**config.mk**
```make
export PLATFORM = sky130hd
export DESIGN_NAME = pipe_reg_slice
export DESIGN_NICKNAME = d
export VERILOG_FILES = /design/src/rtl/pipe_reg_slice_pkg.sv /design/src/rtl/pipe_reg_slice_stage.sv /design/src/rtl/pipe_reg_slice.sv
export SDC_FILE = /design/constraint.sdc
export NUM_CORES = 1
export LEC_CHECK = 0
export CELL_PAD_IN_SITES_DETAIL_PLACEMENT = 2
export CELL_PAD_IN_SITES_GLOBAL_PLACEMENT = 2
export CORE_MARGIN = 2
export CORE_UTILIZATION = 33
export CTS_BUF_LIST = sky130_fd_sc_hd__clkbuf_2
export CTS_CLUSTER_SIZE = 30
export DETAILED_ROUTE_END_ITERATION = 16
export PLACE_DENSITY_LB_ADDON = 0.25
export REMOVE_ABC_BUFFERS = 1
export SETUP_SLACK_MARGIN = 0.4
export SLEW_MARGIN = 20
export SYNTH_ARGS = -nofsm -noshare
export SYNTH_HDL_FRONTEND = slang
export SYNTH_SLANG_ARGS = --single-unit
```
**constraint.sdc**
```tcl
create_clock -name i_clock -period 2.5 [get_ports i_clock]
set_input_delay 0.375 -clock i_clock [delete_from_list [all_inputs] [get_ports i_clock]]
set_output_delay 0.375 -clock i_clock [all_outputs]
set_load 0.02 [all_outputs]
```
**src/rtl/pipe_reg_slice_pkg.sv**
```systemverilog
// Shared definitions for the pipeline register slice: mode selectors and
// the per-stage occupancy encoding.
package pipe_reg_slice_pkg;

    localparam int RS_MODE_FULL = 0;
    localparam int RS_MODE_FWD  = 1;

    typedef enum logic [1:0] {
        RS_EMPTY = 2'd0,
        RS_BUSY  = 2'd1,
        RS_FULL  = 2'd2
    } rs_state_e;

endpackage

```
**src/rtl/pipe_reg_slice_stage.sv**
```systemverilog
// One valid/ready register slice. MODE selects a fully registered 2-entry
// skid stage or a forward-only single register with combinational ready.
module pipe_reg_slice_stage
    import pipe_reg_slice_pkg::*;
#(
    parameter int               WIDTH = 32,
    parameter int               MODE  = RS_MODE_FULL,
    parameter logic [WIDTH-1:0] RESET = '0
) (
    input  logic             i_clock,
    input  logic             i_areset,
    input  logic             i_flush,
    input  logic             i_s_valid,
    output logic             o_s_ready,
    input  logic [WIDTH-1:0] i_s_data,
    output logic             o_m_valid,
    input  logic             i_m_ready,
    output logic [WIDTH-1:0] o_m_data
);

    // Handshake: a beat moves on a rising edge only when valid and ready are
    // both high; a presented beat is never withdrawn by this stage.
    if (MODE == RS_MODE_FULL) begin : g_full
        rs_state_e        r_state;
        rs_state_e        w_next_state;
        logic             r_s_ready;
        logic [WIDTH-1:0] r_main;
        logic [WIDTH-1:0] r_skid;
        logic             w_s_fire;

        assign w_s_fire = i_s_valid & r_s_ready;

        always_comb begin
            w_next_state = r_state;
            case (r_state)
                RS_EMPTY: begin
                    if (w_s_fire) w_next_state = RS_BUSY;
                end
                RS_BUSY: begin
                    if (w_s_fire && !i_m_ready)      w_next_state = RS_FULL;
                    else if (!w_s_fire && i_m_ready) w_next_state = RS_EMPTY;
                end
                RS_FULL: begin
                    if (i_m_ready) w_next_state = RS_BUSY;
                end
                default: w_next_state = RS_EMPTY;
            endcase
            if (i_flush) w_next_state = RS_EMPTY;
        end

        // Ready is registered so the upstream never sees a combinational path
        // through this stage; it is low only while both entries are occupied.
        always_ff @(posedge i_clock or posedge i_areset) begin
            if (i_areset) begin
                r_state   <= RS_EMPTY;
                r_s_ready <= 1'b0;
            end else begin
                r_state   <= w_next_state;
                r_s_ready <= (w_next_state != RS_FULL);
            end
        end

        always_ff @(posedge i_clock or posedge i_areset) begin
            if (i_areset) begin
                r_main <= RESET;
                r_skid <= RESET;
            end else if (!i_flush) begin
                case (r_state)
                    RS_EMPTY: begin
                        if (w_s_fire) r_main <= i_s_data;
                    end
                    RS_BUSY: begin
                        if (w_s_fire && i_m_ready)       r_main <= i_s_data;
                        else if (w_s_fire && !i_m_ready) r_skid <= i_s_data;
                    end
                    RS_FULL: begin
                        if (i_m_ready) r_main <= r_skid;
                    end
                    default: ;
                endcase
            end
        end

        assign o_s_ready = r_s_ready;
        assign o_m_valid = (r_state != RS_EMPTY);
        assign o_m_data  = r_main;
    end else begin : g_fwd
        logic             r_valid;
        logic [WIDTH-1:0] r_data;
        logic             w_s_ready;
        logic             w_load;

        assign w_s_ready = i_m_ready | ~r_valid;
        assign w_load    = i_s_valid & w_s_ready;

        always_ff @(posedge i_clock or posedge i_areset) begin
            if (i_areset) begin
                r_valid <= 1'b0;
                r_data  <= RESET;
            end else begin
                if (i_flush)        r_valid <= 1'b0;
                else if (w_load)    r_valid <= 1'b1;
                else if (i_m_ready) r_valid <= 1'b0;
                if (w_load && !i_flush) r_data <= i_s_data;
            end
        end

        assign o_s_ready = w_s_ready;
        assign o_m_valid = r_valid;
        assign o_m_data  = r_data;
    end

endmodule

```
**src/rtl/pipe_reg_slice.sv**
```systemverilog
// Chain of STAGES valid/ready register slices between source (s) and sink
// (m); STAGES = 0 degenerates to plain wires.
module pipe_reg_slice
    import pipe_reg_slice_pkg::*;
#(
    parameter int               WIDTH  = 32,
    parameter int               STAGES = 1,
    parameter int               MODE   = RS_MODE_FULL,
    parameter logic [WIDTH-1:0] RESET  = '0
) (
    input  logic             i_clock,
    input  logic             i_areset,
    input  logic             i_flush,
    input  logic             i_s_valid,
    output logic             o_s_ready,
    input  logic [WIDTH-1:0] i_s_data,
    output logic             o_m_valid,
    input  logic             i_m_ready,
    output logic [WIDTH-1:0] o_m_data
);

    if (STAGES == 0) begin : g_bypass
        logic w_unused_bypass;

        assign w_unused_bypass = i_clock ^ i_areset ^ i_flush;
        assign o_m_valid       = i_s_valid;
        assign o_m_data        = i_s_data;
        assign o_s_ready       = i_m_ready;
    end else begin : g_chain
        // Index g is the boundary feeding stage g; index STAGES is the sink.
        logic             w_valid [STAGES+1];
        logic             w_ready [STAGES+1];
        logic [WIDTH-1:0] w_data  [STAGES+1];

        assign w_valid[0]      = i_s_valid;
        assign w_data[0]       = i_s_data;
        assign o_s_ready       = w_ready[0];
        assign w_ready[STAGES] = i_m_ready;
        assign o_m_valid       = w_valid[STAGES];
        assign o_m_data        = w_data[STAGES];

        for (genvar g = 0; g < STAGES; g++) begin : g_stage
            pipe_reg_slice_stage #(
                .WIDTH (WIDTH),
                .MODE  (MODE),
                .RESET (RESET)
            ) u_stage (
                .i_clock   (i_clock),
                .i_areset  (i_areset),
                .i_flush   (i_flush),
                .i_s_valid (w_valid[g]),
                .o_s_ready (w_ready[g]),
                .i_s_data  (w_data[g]),
                .o_m_valid (w_valid[g+1]),
                .i_m_ready (w_ready[g+1]),
                .o_m_data  (w_data[g+1])
            );
        end
    end

endmodule

```
Yosys cells after proc, flatten, opt, wreduce, memory -nomap -nowiden. Cells that the tools add are included.

Register bits: 67. Word-level logic and storage cells: 33. Output and inout bits: 34. Bits of input ports: 37.

Reductions and logical operators: 10. Equality and inequality tests: 6. Multiplexer cells: 10. Bitwise gates (word level): 3.

Operator list (count): 32-bit two-way mux (3); 32-bit case mux with 3 select lines (1); 2-bit two-way mux (5); 2-bit case mux with 3 select lines (1); 5-bit AND reduction (1); 2-bit by 1-bit inequality test with 1-bit output, second input constant (2); 2-bit inequality test, second input constant (2); 4-bit AND reduction (1); 1-bit logical AND (3); 3-bit nonzero test (1); 2-bit by 1-bit equality test with 1-bit output, second input constant (1); 2-bit equality test, second input constant (1); 1-bit zero test (2); 2-bit zero test (1); 1-bit inverter (2); 2-bit nonzero test (1); 1-bit bitwise AND (1).

Longest topological paths before layout. Gate-level depths: netlist of the first run.

Depth after elaboration: 8. Gate-level depth with buffers: 6. Depth with buffers taken out: 4.

Worst setup path before layout of the first run. OpenSTA, ideal clock, no wires.

Path type: reg-to-reg. Start point: reg g_chain.g_stage[0].u_stage.g_full.r_s_ready. End point: reg g_chain.g_stage[0].u_stage.g_full.r_skid[11]. Arrival: 1576 ps. Clock period less this slack: 1701 ps. Path buffers: 1. Stages on the path, launching flop included: 5. Path slack: 799 ps. Data required time: 2375 ps. Library setup time: 125 ps. Cells stage by stage: dfrtp_1 > nand2_1 > nor4_4 > buf_6 > mux2_2.

Cells in the longest elaborated chain, start to end: 4. Elaborated cells on any way between the ends: 5. Those cells by class: 2 x bitwise; 3 x reduce/logical.

Ends and longest elaborated chain: start, declared (line pipe_reg_slice_stage.sv:26) `logic r_s_ready;`; start signal, assigned (line pipe_reg_slice_stage.sv:59) `r_s_ready <= (w_next_state != RS_FULL);`; 1-bit bitwise AND (*) (line pipe_reg_slice_stage.sv:31) `assign w_s_fire = i_s_valid & r_s_ready;`; 1-bit logical AND (line pipe_reg_slice_stage.sv:73) `if (w_s_fire && i_m_ready) r_main <= i_s_data;`; 1-bit inverter (no source line); 4-bit AND reduction (no source line) (*); end signal, assigned (line pipe_reg_slice_stage.sv:74) `else if (w_s_fire && !i_m_ready) r_skid <= i_s_data;`; end, declared (line pipe_reg_slice_stage.sv:28) `logic [WIDTH-1:0] r_skid;`.

Mark *: on every way between the ends. The rest lies on a longest branch, timed or not. A chain may end at the register's enable or synchronous reset.

Worst setup path after layout of the first run.
Start point: reg g_chain.g_stage[0].u_stage.g_full.r_state[1]. End point: out o_m_valid.

Cells in the longest elaborated chain, start to end: 1.

Ends and longest elaborated chain: start, declared (line pipe_reg_slice_stage.sv:24) `rs_state_e r_state;`; start signal, assigned (line pipe_reg_slice_stage.sv:58) `r_state <= w_next_state;`; 2-bit nonzero test (line pipe_reg_slice_stage.sv:85) `assign o_m_valid = (r_state != RS_EMPTY);`; end, declared (line pipe_reg_slice.sv:17) `output logic o_m_valid,`.

Every way passes these cells.

==> results of run 1 <==
-- cell families (layout without fill, tap and decap cells) --
group / after synthesis / in the layout / synth area share [%]
DFF: 67 / 67 / 58.3
and+or+nand+nor: 40 / 40 / 6.40
buffers and inverters: 15 / 91 / 3.61
muxes: 65 / 65 / 24.1
AOI/OAI and AO/OA: 37 / 37 / 7.58
-- worst max-delay path by stage --
| stage | depth (start not counted) | startpoint | to | slack [ns] |
|---|---|---|---|---|
| after floorplan | 3 | g_chain.g_stage[0].u_stage.o_s_ready$_DFF_PP0_ | g_chain.g_stage[0].u_stage.g_full.r_skid[0]$_DFFE_PP0P_ | 0.15 |
| after global placement | 5 | i_s_valid | g_chain.g_stage[0].u_stage.g_full.r_skid[5]$_DFFE_PP0P_ | 0.42 |
| after detailed placement | 5 | i_m_ready | g_chain.g_stage[0].u_stage.g_full.r_skid[15]$_DFFE_PP0P_ | 0.38 |
| after CTS | 2 | g_chain.g_stage[0].u_stage.g_full.r_state[1]$_DFF_PP0_ | o_m_valid | 0.50 |
| after global routing | 2 | g_chain.g_stage[0].u_stage.g_full.r_state[1]$_DFF_PP0_ | o_m_valid | 0.44 |
| final | 2 | g_chain.g_stage[0].u_stage.g_full.r_state[1]$_DFF_PP0_ | o_m_valid | 0.55 |
-- per-stage QoR --
| step | instances | power [W] | utilization [%] | hold slack, ns |
|---|---|---|---|---|
| after floorplan | 211 | 0.00190 | - | 0.441 |
| after global placement | 393 | 0.00224 | 43.0 | 0.460 |
| after CTS | 408 | 0.00290 | 44.1 | 0.191 |
| after detailed placement | 393 | 0.00229 | 43.0 | 0.474 |
| after global routing | 408 | 0.00304 | 44.1 | 0.197 |
| final | 408 | 0.00285 | 44.1 | 0.213 |
-- worst reg2reg max path: stages (launching register included) --
cell and delay (ns):
dfrtp_1 0.44, nand2b_2 0.55, buf_12 0.28, mux2i_1 0.22, o21ai_0 0.10
-- metal layers --
layer	global-route usage [%]	vias to the layer above
li1	-	922
met1	17.5	966
met2	24.3	49
met3	4.46	8
met4	6.73	0
met5	0	-
-- power by group --
group	internal, W	switching, W	total [W]
clock network	0.000227	0.000372	0.000599
logic	0.000419	0.000343	0.000761
registers	0.00135	0.000139	0.00148
-- Yosys cell counts --
library cell  number  share of area [%]
and4bb_1           1               0.44
mux2_2            33                 13
buf_2              3               0.52
dfrtp_1           67                 58
clkbuf_2           2               0.35
a41oi_4            1               0.96
o21ai_1            5               0.87
o31a_1             1               0.30
buf_4              5                1.3
mux2i_1           32                 11
or2_2              1               0.22
a2bb2oi_1          1               0.30
inv_1              2               0.26
nand2b_1           2               0.44
nor4_4             1               0.74
buf_6              3                1.2
nor2_1             2               0.26
o31ai_1            1               0.26
nand2_1           33                4.3
o21ai_0           28                4.9
-- cell type report --
cell class / count / area [um2]
clock buffers: 11 / 55.1
repair buffers: 74 / 779
clock inverters: 4 / 42.5
multi-input cells: 142 / 1100
well taps: 108 / 135
fillers: 884 / 4800
flip-flops and latches: 67 / 1680
inverters: 2 / 7.51
-- flip-flops by register name, summed over array words and instances (netlist names) --
signal	count
g_chain.g_stage.u_stage.o_m_data	32
g_chain.g_stage.u_stage.g_full.r_state	2
g_chain.g_stage.u_stage.o_s_ready	1
g_chain.g_stage.u_stage.g_full.r_skid	32
-- placed cells by master, fill, tap and decap left out, types with 2 or more instances in the layout --
cell	n
nand2_1	33
mux2_2	33
clkbuf_2	11
mux2i_1	32
buf_12	4
nor2_1	2
clkdlybuf4s50_1	69
dfrtp_1	66
clkinv_1	2
o21ai_0	28
o21ai_1	5
==> results.yml, run 1 <==
clock_tree:
  holdBufCountCts: 0
  clock_latency_ns: 0.49
  cts_buffers: 9
  cts_root_buf: "clkbuf_2"
  path_clk_slew_ns: 0.18
  clock-sinks: 67
  htreeDepth: 3
  clock_path_buffers: 2
  postCtsSetupBuffers: 0
  cts_resized: 2
  cts_tree: "yes"
logic_synthesis:
  ys_seq_elements: 67
  ys_types: 20
  yosys_warnings: 0
  ys_seq_area_share_pct: 58.3
  synth_area_mm2: 0.00287
  synthesis.instances: 224
  syn_area_per_cell_um2: 12.8
timing:
  fmax_ghz: 0.512
  max_slew_margin_pct: 58.3
  fin_skew_ns: 0.0238
  hold_violations: 0
  setup_violations: 0
  fin_ws_ns: 0.548
  fin_crit_ns: 1.95
  fin_tns_setup_ns: 0
  fin_crit_sh_pct: 78.1
  slew_violations: 0
  rsz0062_at_grt: "false"
  worst_pin_slew_ns: 0.626
floorplanning:
  fp-row-count: 34
  die_x_um: 97.3
  coreArea_mm2: 0.00859
  dieArea_mm2: 0.00947
  initial_core_util_pct: 33.4
  fp.dieH_um: 97.3
  io_pins: 71
critical_path:
  max_stage_delay_ns: 0.50
  critPathKind: "reg2out"
  cp_top_family: "flip-flops"
  rr_startpoint: "g_chain.g_stage[0].u_stage.g_full.r_state[0]$_DFF_PP0_"
  rr_worst_depth: 4
  path_max_fanout: 7
  start_kind: "flop"
  crit_buf_inv: 1
  cp.required_ns: 2.12
  slowest_stage: "dfrtp_2"
  endpoint_kind: "output port"
  arrival_ns: 1.58
  reg2reg_to: "g_chain.g_stage[0].u_stage.o_m_data[16]$_DFFE_PP0P_"
  rrSetupSlack_ns: 0.80
  cp_cell_sequence: "or2_2 > dlygate4sd2_1"
placed_design:
  globalplace.congestion: 0.722
  dp_hpwl_mm: 4.28
  post-place-ws_ns: 0.383
  port_buffers: 70
  placedInstanceArea_mm2: 0.00370
detailed_routing:
  drt_iter0_drc: 28
  wl_met2_mm: 3.05
  avgRoutedWirePerCell_um: 15.7
  routed.top_layer: "met4"
  ant_nets: 0
  drc: 0
  totalWireLength_mm: 6.42
  num_vias: 1945
  wirelength_met1_mm: 2.94
  viasPerCell: 4.77
  wl_met3_um: 333
  firstDrtPassIters: 3
worst_hold_path:
  hp-class: "in2async"
layout:
  drive_gt1_share_pct: 18.7
  area_delta_synth_final_pct: 32.0
  fin_area_mm2: 0.00379
  layout.nets: 333
  n_antenna_cell: 0
global_routing:
  grt_pass1_wl_mm: 10.9
  antenna_found_initial: 0
  grt.total_usage_pct: 14.7
  grt_pass1_vias: 2256
  grt-ovfl-total: 0
  grt_max_degree: 65
power:
  p_per_area_mw_per_mm2: 750
  cellLeakagePower_nw: 1.82
  peakVddDrop_mv: 0.272
flow_run:
  drv_cap: 0
outcome:
  status: "finished, final reports clean"
No activity file was read; power rests on OpenSTA's default activity.
==> run 2, diff against run 1 <==
- clock period: 2.5 -> 1.9 ns (I/O delays scaled with it)
==> run 2 against run 1 <==
  * First-iteration DRC count grew to 3.7 times the previous value
  * Clock skew grew 0.010 ns
  * Sequential power grew 36%
  * Utilization grew 11 points
  * Via count grew 19%
  * Hold slack lost 0.080 ns
  * Setup slack lost 0.36 ns
  * Wire length grew 65%
==> results.yml, run 2 (synthesis gave the netlist of run 1 again) <==
outcome:
  status: "finished, final reports clean"
timing:
  slew_violations: 0
  fin_crit_sh_pct: 90.1
  fmax_ghz: 0.584
  fin_crit_ns: 1.71
  worst_pin_slew_ns: 0.387
  rsz0062_at_grt: "true"
  max_slew_margin_pct: 74.2
  fin_tns_setup_ns: 0
  fin_ws_ns: 0.188
  setup_violations: 0
  fin_skew_ns: 0.0340
  hold_violations: 0
detailed_routing:
  viasPerCell: 4.97
  totalWireLength_mm: 10.6
  drt_iter0_drc: 103
  ant_nets: 0
  drc: 0
  firstDrtPassIters: 4
  num_vias: 2307
  avgRoutedWirePerCell_um: 22.9
layout:
  fillCellCount: 802
  n_antenna_cell: 0
  area_delta_synth_final_pct: 65.1
  layout.nets: 388
  mostFrequentLayoutCells: "dfrtp_1 (66), clkdlybuf4s50_1 (36), buf_2 (33)"
  final_common_cell: "dfrtp_1"
  drive_gt1_share_pct: 56.7
critical_path:
  rrSetupSlack_ns: 0.19
  endpoint_kind: "flop"
  arrival_ns: 2.10
  path_max_fanout: 8
  critPathKind: "reg2reg"
  start_kind: "flop"
  cp_top_family: "buffers and inverters"
  cp_cell_sequence: "buf_6 > nor4_4 > buf_6 > clkbuf_16 > mux2_2"
  max_stage_delay_ns: 0.46
  cp.required_ns: 2.28
  slowest_stage: "dfrtp_2"
  crit_buf_inv: 3
  cp_common_cell: "buf_6"
global_routing:
  antenna_found_initial: 0
  grt-ovfl-total: 0
  grt.total_usage_pct: 17.2
  grt_max_degree: 68
  grt_pass1_vias: 2407
  grt_pass1_wl_mm: 12.6
floorplanning:
  fp-row-count: 34
  fp.dieH_um: 97.3
  coreArea_mm2: 0.00859
  initial_core_util_pct: 33.4
  dieArea_mm2: 0.00947
  io_pins: 71
  die_x_um: 97.3
placed_design:
  port_buffers: 70
  dp_hpwl_mm: 4.64
  post-place-ws_ns: -0.0338
  globalplace.congestion: 0.769
power:
  p_per_area_mw_per_mm2: 962
  p_clk_share_pct: 21.9
  peakVddDrop_mv: 0.491
  seqPwrFrac_pct: 44.1
  power_frac_comb_pct: 34.0
  power.switching_w: 0.00151
  cellLeakagePower_nw: 2.42
  sw_frac_of_total_pct: 33.2
  power_w: 0.00456
  internal_power_w: 0.00305
clock_tree:
  clock_path_buffers: 2
  clock_latency_ns: 0.50
  cts_tree: "yes"
  cts_root_buf: "clkbuf_2"
  cts_buffers: 9
  clock-sinks: 67
  htreeDepth: 3
  path_clk_slew_ns: 0.23
worst_hold_path:
  hp-class: "in2async"
flow_run:
  drv_cap: 0
## run 2: tightest hold or removal path, delay by kind of cell
family	cells	cell delay [ns]
buf+inv	3	0.81
## run 2: metrics by stage
stage,hold WS (ns),std cells,area [um2],util [%]
detailed placement,0.478,400,3750,43.6
global placement,0.460,400,3750,43.6
floorplan,0.351,211,2780,-
global route,0.0878,464,4750,55.2
finish,0.133,464,4750,55.2
CTS,0.150,432,4130,48.0
## run 2: routing by layer
layer  part of all wire, %  vias to the layer above  track usage [%]
met5                     0                        -                0
met4                   1.5                        0             5.13
met3                   3.6                       11             4.53
met2                    53                       60             28.8
met1                    42                     1194             22.0
li1                      -                     1042                -
## run 2: power groups by stage
stage / Combinational (W) / Clock (W) / Sequential, W
after floorplan: 0.000389 / 0 / 0.00211
after global placement: 0.000998 / 0 / 0.00197
after detailed placement: 0.00104 / 0 / 0.00200
after CTS: 0.00110 / 0.000986 / 0.00197
after global routing: 0.00165 / 0.00109 / 0.00205
final: 0.00155 / 0.00100 / 0.00201
## run 2: path summary, 6_finish.rpt
path                                                                             start                                                       end  cells after the start
worst min-delay path                                                          i_areset   g_chain.g_stage[0].u_stage.g_full.r_skid[2]$_DFFE_PP0P_                      3
worst max register to register  g_chain.g_stage[0].u_stage.g_full.r_state[1]$_DFF_PP0_  g_chain.g_stage[0].u_stage.g_full.r_skid[29]$_DFFE_PP0P_                      5
min in group i_clock                                                      i_s_data[17]  g_chain.g_stage[0].u_stage.g_full.r_skid[17]$_DFFE_PP0P_                      2
worst min register to register      g_chain.g_stage[0].u_stage.o_m_data[6]$_DFFE_PP0P_        g_chain.g_stage[0].u_stage.o_m_data[6]$_DFFE_PP0P_                      2
worst max-delay path            g_chain.g_stage[0].u_stage.g_full.r_state[1]$_DFF_PP0_  g_chain.g_stage[0].u_stage.g_full.r_skid[29]$_DFFE_PP0P_                      5
max in group asynchronous                                                     i_areset    g_chain.g_stage[0].u_stage.g_full.r_state[1]$_DFF_PP0_                      3
## run 2: layout make-up
cell class	instances	area, um2	share of cell area (%)
repair buffers	129	1330	28.1
clock inverters	6	80.1	1.69
multi-input cells	142	1460	30.8
well taps	108	135	2.85
flip-flops and latches	67	1680	35.4
clock buffers	10	50.0	1.05
inverters	2	10.0	0.211
## run 2: repair_timing
item | in CTS | in global routing
buffers inserted | 12 | 24
hold buffers | 0 | 0
gates resized for setup | 120 | 162
endpoints found under the setup margin | 76 | 94
endpoints found under the hold margin | 0 | 0
gates cloned | 4 | 8
pin swaps | 1 | 30
